`src/rtl/cmos_capture.sv`:
```
// CMOS camera capture front end: assembles byte pairs into RGB565 pixels with
// x/y coordinates, frame markers and malformed line/frame detection.
module cmos_capture #(
  parameter int unsigned H_ACT       = 800,
  parameter int unsigned V_ACT       = 480,
  parameter int unsigned SKIP_FRAMES = 2
) (
  input  logic        cmos_pclk,
  input  logic        rst,
  input  logic [7:0]  cmos_data,
  input  logic        cmos_href,
  input  logic        cmos_vsyn,
  output logic [15:0] pix_data,
  output logic        pix_valid,
  output logic [10:0] pix_x,
  output logic [9:0]  pix_y,
  output logic        frame_start,
  output logic        frame_done,
  output logic        frame_err,
  output logic        line_err,
  output logic [15:0] frame_cnt
);

  localparam int unsigned XW = 11;
  localparam int unsigned YW = 10;
  localparam int unsigned SW = 8;

  typedef enum logic [1:0] {
    WAIT_VS = 2'd0,
    BLANK   = 2'd1,
    SKIP    = 2'd2,
    ACTIVE  = 2'd3
  } state_t;

  state_t        state;
  logic          vs_d;
  logic          hr_d;
  logic          phase_lo;
  logic          line_ovf;
  logic          ferr;
  logic [7:0]    hi_byte;
  logic [XW-1:0] x_cnt;
  logic [YW-1:0] line_cnt;
  logic [SW-1:0] skip_cnt;

  logic          vs_rise;
  logic          vs_fall;
  logic          hr_fall;
  logic          active;
  logic          line_full;
  logic          x_full;
  logic          cap;
  logic          line_done;
  logic          odd_end;
  logic          frame_bad;
  logic [YW-1:0] line_cnt_nxt;

  // Edge detection against the previous-cycle copies of the sync inputs.
  assign vs_rise = cmos_vsyn & ~vs_d;
  assign vs_fall = ~cmos_vsyn & vs_d;
  assign hr_fall = ~cmos_href & hr_d;

  // Capture qualifiers; a vsyn rise aborts the line so its byte is not taken.
  assign active    = (state == ACTIVE);
  assign line_full = (line_cnt >= YW'(V_ACT));
  assign x_full    = (x_cnt >= XW'(H_ACT));
  assign cap       = active & cmos_href & ~vs_rise & ~line_full;
  assign line_done = active & hr_fall & (x_cnt != '0);
  assign odd_end   = hr_fall & phase_lo;

  // Line count including a line that ends in this same cycle.
  assign line_cnt_nxt = line_cnt + YW'(line_done);

  // Frame is bad on any sticky error, a dangling byte now, an aborted line,
  // or a line count other than V_ACT.
  assign frame_bad = ferr | odd_end | cmos_href | (line_cnt_nxt != YW'(V_ACT));

  // Frame FSM, byte assembly, coordinate counters and registered outputs.
  always_ff @(posedge cmos_pclk) begin
    if (rst) begin
      state       <= WAIT_VS;
      vs_d        <= 1'b0;
      hr_d        <= 1'b0;
      phase_lo    <= 1'b0;
      line_ovf    <= 1'b0;
      ferr        <= 1'b0;
      hi_byte     <= '0;
      x_cnt       <= '0;
      line_cnt    <= '0;
      skip_cnt    <= '0;
      pix_data    <= '0;
      pix_valid   <= 1'b0;
      pix_x       <= '0;
      pix_y       <= '0;
      frame_start <= 1'b0;
      frame_done  <= 1'b0;
      frame_err   <= 1'b0;
      line_err    <= 1'b0;
      frame_cnt   <= '0;
    end else begin
      vs_d        <= cmos_vsyn;
      hr_d        <= cmos_href;
      pix_valid   <= 1'b0;
      frame_start <= 1'b0;
      frame_done  <= 1'b0;
      frame_err   <= 1'b0;
      line_err    <= 1'b0;

      if (!cmos_href || vs_rise || vs_fall) begin
        phase_lo <= 1'b0;
      end else if (cap) begin
        phase_lo <= ~phase_lo;
      end

      case (state)
        WAIT_VS: begin
          if (cmos_vsyn) state <= BLANK;
        end

        BLANK: begin
          if (vs_fall) begin
            if (skip_cnt < SW'(SKIP_FRAMES)) begin
              state <= SKIP;
            end else begin
              state       <= ACTIVE;
              frame_start <= 1'b1;
              pix_y       <= '0;
              x_cnt       <= '0;
              line_cnt    <= '0;
              line_ovf    <= 1'b0;
              ferr        <= 1'b0;
            end
          end
        end

        SKIP: begin
          if (vs_rise) begin
            if (skip_cnt < SW'(SKIP_FRAMES)) skip_cnt <= skip_cnt + SW'(1);
            state <= BLANK;
          end
        end

        ACTIVE: begin
          if (cap && !phase_lo) hi_byte <= cmos_data;

          if (cap && phase_lo) begin
            if (!x_full) begin
              pix_valid <= 1'b1;
              pix_data  <= {hi_byte, cmos_data};
              pix_x     <= x_cnt;
              pix_y     <= line_cnt;
              x_cnt     <= x_cnt + XW'(1);
            end else if (!line_ovf) begin
              line_ovf <= 1'b1;
              line_err <= 1'b1;
              ferr     <= 1'b1;
            end
          end

          // Any line activity once V_ACT lines are done marks an overlong frame.
          if (cmos_href && line_full) ferr <= 1'b1;

          if (hr_fall) begin
            x_cnt    <= '0;
            pix_x    <= '0;
            line_ovf <= 1'b0;
            line_cnt <= line_cnt_nxt;
            if (phase_lo) begin
              line_err <= 1'b1;
              ferr     <= 1'b1;
            end
          end

          if (vs_rise) begin
            frame_done <= 1'b1;
            frame_err  <= frame_bad;
            frame_cnt  <= frame_cnt + 16'(1);
            state      <= BLANK;
          end
        end

        default: state <= WAIT_VS;
      endcase
    end
  end

endmodule
```
`config.mk`:
```
export PLATFORM = sky130hd
export DESIGN_NAME = cmos_capture
export DESIGN_NICKNAME = d
export VERILOG_FILES = /design/src/rtl/cmos_capture.sv
export SDC_FILE = /design/constraint.sdc
export NUM_CORES = 1
export LEC_CHECK = 0
export CAP_MARGIN = 5
export CORE_MARGIN = 3
export CORE_UTILIZATION = 42
export CTS_CLUSTER_SIZE = 30
export DETAILED_ROUTE_END_ITERATION = 16
export PLACE_DENSITY = 0.67
export SETUP_SLACK_MARGIN = 0.2
export SLEW_MARGIN = 20
export SYNTH_ARGS = -nofsm -noshare
export SYNTH_HDL_FRONTEND = slang
export SYNTH_SLANG_ARGS = --single-unit
```
`constraint.sdc`:
```
create_clock -name cmos_pclk -period 4.58 [get_ports cmos_pclk]
set_input_delay 0.458 -clock cmos_pclk [delete_from_list [all_inputs] [get_ports cmos_pclk]]
set_output_delay 0.458 -clock cmos_pclk [all_outputs]
set_load 0.02 [all_outputs]
```
==> reports/metrics.yaml, run 1 <==
run_status: "finished clean"
drtIter0Drc: 94
power_density_nw_per_um2: 291
setup.worst_path.start: "cmos_href"
worst_hold_path_type: "reg -> reg"
largest_net_degree_at_the_start_of_global_routing: 45
avgSynthCellArea_um2: 9.09
post-synth-top-count-cell: "sky130_fd_sc_hd__dfxtp_1"
drt_wl_total_mm: 9.47
timing.critical_path.buf_inv: 2
synth.largest_area_cell: "sky130_fd_sc_hd__dfxtp_1"
detail_route.drc_violations: 0
routedWlPerCell_um: 14.3
cts-root-to-sink-buffers: 2
synthesized_net_count: 485
min_period_over_period_pct: 58.4
cts_root_buffer: "sky130_fd_sc_hd__clkbuf_8"
r2r-end: "line_cnt[8]$_SDFFE_PP0P_"
cts_tree: "yes"
synth_sequential_area_ratio_pct: 48.1
tot_pwr_uw: 1510
cts_setup_buffers: 0
setup-tns-final_ns: 0
final_layout_size_suffix_gt1_share_pct: 7.39
ys_seq_elements: 102
first_global_vias: 3386
criticalPathCategory: "in -> reg"
maxSlewViolCount: 0
viasPerCell: 5.31
clock-sinks: 102
antenna_found_initial: 0
synth.top_cell.area_share_pct: 48.1
grt_setup_unrepaired: "false"
io_buffer_count: 69
finClkSkew_ns: 0.0102
critPathMostFrequentCell: "sky130_fd_sc_hd__ha_1"
insertion_delay_ns: 0.37
hold_path_startpoint: "pix_data[0]$_SDFFE_PP0P_"
max_slew.worst_pin.slew_ns: 0.825
timing.critical_path.arrival_ns: 2.93
synthesis.instances: 467
min_path_cells: 2
cts_hold_repair.buffers: 0
dp.final_hpwl_mm: 6.44
post_route_ant_nets: 0
crit_path_max_incr_delay_ns: 0.55
synth_async_sr_flop_share_pct: 0
post-route-min-period_ns: 2.67
reg2reg_slack_ns: 1.97
effective_utilization_at_floorplan_pct: 43.2
die_h_um: 107
synthesis.area_um2: 4240
peakVddDrop_mv: 0.156
synth.area.top_cells: "sky130_fd_sc_hd__dfxtp_1 48%, sky130_fd_sc_hd__a21oi_1 5.7%, sky130_fd_sc_hd__nand2_1 5.4%, sky130_fd_sc_hd__nor2_1 3.3%, sky130_fd_sc_hd__nand3_1 2.5%"
grt_first_pass_wirelength_mm: 16.2
ios: 70
area.growth.synth_to_final_pct: 22.5
worstSetupEndpointType: "register"
family_with_the_most_delay_on_the_worst_path: "buffers and inverters"
synth_edf_count: 0
hold_viol: 0
vias: 3511
total_die_area_um2: 11300
track_usage_pct: 17.3
slowest_stage: "sky130_fd_sc_hd__clkdlybuf4s50_1"
startpoint_type: "input pin"
clk_transition_reported_paths_ns: 0.10
cts-buffers-inserted: 9
r2r-start: "state[0]$_SDFFE_PP0P_"
antenna_cell_count: 0
setup-violations-final: 0
hold_end: "pix_data[0]$_SDFFE_PP0P_"
fp-row-count: 36
ys_dominant_reg_cell: "sky130_fd_sc_hd__dfxtp_1"
total_leakage_power_uw: 0.00174
timing.slew.headroom_pct: 45.0
maxCapViolations: 0
crit_path_cell_trace: "clkdlybuf4s50_1, nand4b_1, buf_4, a31oi_1, ha_1, ha_1, and3_1, and2_1, a41oi_1, o21ai_0, o31ai_1"
post_cts_resized: 0
die_width_um: 107
ys_top_cells_by_count: "102 x sky130_fd_sc_hd__dfxtp_1, 61 x sky130_fd_sc_hd__nand2_1, 48 x sky130_fd_sc_hd__a21oi_1"
drt_pass1_iterations: 4
global_route.overflow_total: 0
critPathMaxFanout: 16
worstRegToRegCells: 10
place_congestion: 0.791
clock_tree.htree_level_count: 3
cp.required_ns: 4.84
layout.nets: 541
core_region_um2: 9820
synthDistinctLibCells: 61
achievable-frequency_mhz: 374
yosys_warnings: 0
## worst min-delay path, delay by kind of cell, from the launching register on
kind / cells / cell delay [ns]
compound gates: 1 / 0.05
flops: 1 / 0.32
simple gates: 1 / 0.05
## sequential cells by signal (all words and copies together), names as in the netlist
name / count
line_err: 1
skip_cnt: 8
frame_err: 1
pix_data: 16
hi_byte: 8
line_cnt: 10
state: 2
line_ovf: 1
hr_d: 1
ferr: 1
frame_start: 1
phase_lo: 1
pix_x: 11
pix_valid: 1
vs_d: 1
pix_y: 10
frame_cnt: 16
frame_done: 1
x_cnt: 11
## power breakdown
group / internal [µW] / switching (µW)
logic: 13.7 / 23.7
registers: 888 / 4.35
clock network: 258 / 323
total: 1160 / 351
## how the worst max path moves through the flow
stage,to,cells after the start
after detailed placement,line_cnt[8]$_SDFFE_PP0P_,11
final,line_cnt[8]$_SDFFE_PP0P_,11
after CTS,line_cnt[8]$_SDFFE_PP0P_,11
after global placement,line_cnt[8]$_SDFFE_PP0P_,11
after floorplan,frame_err$_SDFF_PP0_,10
after global routing,line_cnt[8]$_SDFFE_PP0P_,11
## area by class of cell
| class | count | area (µm²) |
|---|---|---|
| clock buffer | 9 | 124 |
| clock inverter | 7 | 80.1 |
| timing repair buffer | 71 | 701 |
| inverter | 6 | 22.5 |
| fill | 947 | 4620 |
| tap | 133 | 166 |
| multi-input combinational | 333 | 2060 |
| sequential | 102 | 2040 |
## placed cells by master (no fill, tap or decap), types with 9 or more instances in the layout
| cell type | Yosys | final |
|---|---|---|
| sky130_fd_sc_hd__nand3_1 | 21 | 21 |
| sky130_fd_sc_hd__nor3_1 | 14 | 14 |
| sky130_fd_sc_hd__xor2_1 | 12 | 12 |
| sky130_fd_sc_hd__nand2_1 | 61 | 61 |
| sky130_fd_sc_hd__nor2_1 | 37 | 37 |
| sky130_fd_sc_hd__a21oi_1 | 48 | 48 |
| sky130_fd_sc_hd__dfxtp_1 | 102 | 102 |
| sky130_fd_sc_hd__nor2b_1 | 11 | 11 |
| sky130_fd_sc_hd__nand4_1 | 12 | 12 |
| sky130_fd_sc_hd__o21ai_0 | 16 | 16 |
| sky130_fd_sc_hd__a22o_1 | 9 | 9 |
| sky130_fd_sc_hd__clkdlybuf4s50_1 | 0 | 68 |
| sky130_fd_sc_hd__clkbuf_8 | 0 | 9 |
## routing by layer
layer  global-route usage (%)  share of wire [%]
met4                     6.67                1.7
met1                     23.6                 47
met2                     26.7                 47
met5                        0                  0
met3                     3.89                5.0
## kinds of logic (layout without fill, tap and decap cells)
kind of cell             count (synthesis)  after routing  synth area share (%)
AO/OA/AOI/OAI                           99             99                  15.7
XOR/XNOR                                20             20                  4.13
adder cells (fa/ha/maj)                  6              6                  1.77
buffers and inverters                   32             93                  3.42
flip-flops                             102            102                  48.1
multiplexers                             8              8                  1.89
AND/OR/NAND/NOR                        200            200                  24.9
## metrics by stage
stage	setup slack, ns	area (µm²)	util (%)	cells	hold WS, ns
floorplan	2.21	4240	-	467	0.431
global placement	1.65	4990	50.8	645	0.437
detailed placement	1.56	4990	50.8	645	0.449
CTS	1.94	5190	52.9	661	0.464
global route	1.76	5200	52.9	661	0.483
finish	1.91	5200	52.9	661	0.461
(Power assumes the default switching activity.)
==> run 2: changes to the inputs <==
clock period = 2.49 ns   (was 4.58 ns; I/O delays follow)
==> reports/metrics.yaml, run 2 (synthesis gave the netlist of run 1 again) <==
net-switching-power_uw: 624
io_buffer_count: 69
tot_pwr_uw: 2790
min_path_cells: 2
vias: 3565
hold_path_startpoint: "rst"
power.share.switching_pct: 22.4
hold_end: "state[1]$_SDFFE_PP0P_"
grt_setup_unrepaired: "false"
final_layout_size_suffix_gt1_share_pct: 11.1
run_status: "finished clean"
global_route.overflow_total: 0
r2r-end: "frame_err$_SDFF_PP0_"
cp.required_ns: 2.76
worst_hold_path_type: "in -> reg"
hold_viol: 0
drtIter0Drc: 181
post_layout_nonfiller_instances: 675
effective_utilization_at_floorplan_pct: 43.2
cts_tree: "yes"
slowest_stage: "sky130_fd_sc_hd__dfxtp_4"
total_die_area_um2: 11300
clock-sinks: 102
seqPwrFrac_pct: 58.7
track_usage_pct: 17.6
setup-tns-final_ns: 0
post-route-cell-area_um2: 5330
post_route_ant_nets: 0
cts-buffers-inserted: 9
drt_wl_total_mm: 9.64
die_h_um: 107
most_common_library_cell_in_the_layout_ignoring_fill_and_taps: "sky130_fd_sc_hd__dfxtp_1"
maxSlewViolCount: 0
reg2reg_slack_ns: 0.30
first_global_vias: 3505
ios: 70
routedWlPerCell_um: 14.3
dpl_cell_area_um2: 5090
setup-violations-final: 0
drt_pass1_iterations: 4
critPathMaxFanout: 7
largest_net_degree_at_the_start_of_global_routing: 40
fill_cells: 933
worstRegToRegCells: 11
post-route-min-period_ns: 2.19
timing.critical_path.arrival_ns: 2.45
core_region_um2: 9820
post-route-util_pct: 54.3
place_congestion: 0.813
cts-root-to-sink-buffers: 2
cts_root_buffer: "sky130_fd_sc_hd__clkbuf_8"
share_clk_of_total_power_pct: 38.4
min_period_over_period_pct: 87.8
die_width_um: 107
detail_route.drc_violations: 0
area.growth.synth_to_final_pct: 25.6
maxCapViolations: 0
timing.slew.headroom_pct: 69.8
power_density_nw_per_um2: 522
insertion_delay_ns: 0.37
peakVddDrop_mv: 0.224
crit_path_max_incr_delay_ns: 0.37
mostFrequentLayoutCells: "100 x sky130_fd_sc_hd__dfxtp_1, 68 x sky130_fd_sc_hd__clkdlybuf4s50_1, 61 x sky130_fd_sc_hd__nand2_1, 48 x sky130_fd_sc_hd__a21oi_1, 37 x sky130_fd_sc_hd__nor2_1"
critPathMostFrequentCell: "sky130_fd_sc_hd__ha_2"
seqCellArea_um2: 2050
layout.nets: 555
clock_tree.htree_level_count: 3
clk_transition_reported_paths_ns: 0.10
startpoint_type: "register"
crit_path_cell_trace: "inv_1, ha_2, nor4b_4, a31oi_1, ha_2, ha_2, buf_4, xor2_1, a21oi_1, nand3_1, o31a_1"
dp.final_hpwl_mm: 6.63
combPwrFrac_pct: 2.9
antenna_found_initial: 0
pint_uw: 2160
antenna_cell_count: 0
finClkSkew_ns: 0.0143
total_area_of_multi_input_combinational_cells_um2: 2090
cts_hold_repair.buffers: 0
achievable-frequency_mhz: 458
fp-row-count: 36
worstSetupEndpointType: "register"
max_slew.worst_pin.slew_ns: 0.453
layout_top_registers: "frame_cnt (16), pix_data (16)"
viasPerCell: 5.28
numPlacedInstances: 658
criticalPathCategory: "reg -> reg"
total_leakage_power_uw: 0.00182
grt_first_pass_wirelength_mm: 16.5
r2r-start: "x_cnt[0]$_SDFFE_PP0P_"
[run 2: power groups by stage]
stage                     combinational [µW]  clock [µW]  sequential [µW]
after floorplan                         45.1           0             1670
after global placement                  80.1           0             1670
after detailed placement                81.2           0             1670
after CTS                               81.5        1100             1640
after global routing                    87.9        1170             1640
final                                   81.3        1070             1630
[run 2: worst max-delay path by stage]
stage | from | to | cells past startpoint
detailed placement | cmos_href | line_cnt[8]$_SDFFE_PP0P_ | 10
finish | x_cnt[0]$_SDFFE_PP0P_ | frame_err$_SDFF_PP0_ | 11
floorplan | state[0]$_SDFFE_PP0P_ | frame_err$_SDFF_PP0_ | 10
CTS | x_cnt[0]$_SDFFE_PP0P_ | line_cnt[8]$_SDFFE_PP0P_ | 11
global placement | cmos_href | frame_err$_SDFF_PP0_ | 9
global route | x_cnt[1]$_SDFFE_PP0P_ | frame_err$_SDFF_PP0_ | 10
[run 2: area by class of cell]
type	instances	share of cell area [%]
Tap cell	133	3.12
Timing Repair Buffer	85	15.1
Sequential cell	102	38.4
Inverter	6	0.422
Multi-Input combinational cell	333	39.2
Clock buffer	12	2.72
Clock inverter	4	1.03
[run 2: routing by layer]
metal	share of wire, %	global-route usage [%]	vias to the layer above	wire length [µm]
met5	0	0	-	0
met4	1.7	6.03	0	165
met3	3.3	3.28	12	320
met2	48	29.4	75	4650
li1	-	-	1785	-
met1	47	23.0	1693	4510
[run 2: timing repair]
item / in CTS / in global routing
gates resized for setup: 3 / 10
endpoints found under the hold margin: 0 / 0
buffers inserted: 0 / 1
pin swaps: 0 / 4
endpoints found under the setup margin: 2 / 7
[run 2: through the flow]
stage / setup WS (ns) / hold WS [ns]
5_1_grt: 0.207 / 0.327
6_report: 0.304 / 0.310
3_5_place_dp: 0.0566 / 0.443
4_1_cts: 0.211 / 0.298
3_3_place_gp: 0.170 / 0.436
2_1_floorplan: 0.210 / 0.377
[run 2: worst max-delay path, delay by kind of cell (launching register included)]
family	cells	cell delay (ns)
fa+ha+maj	3	0.54
compound gates	3	0.52
flops	1	0.37
simple gates	2	0.30
buf+inv	2	0.20
xor+xnor	1	0.15
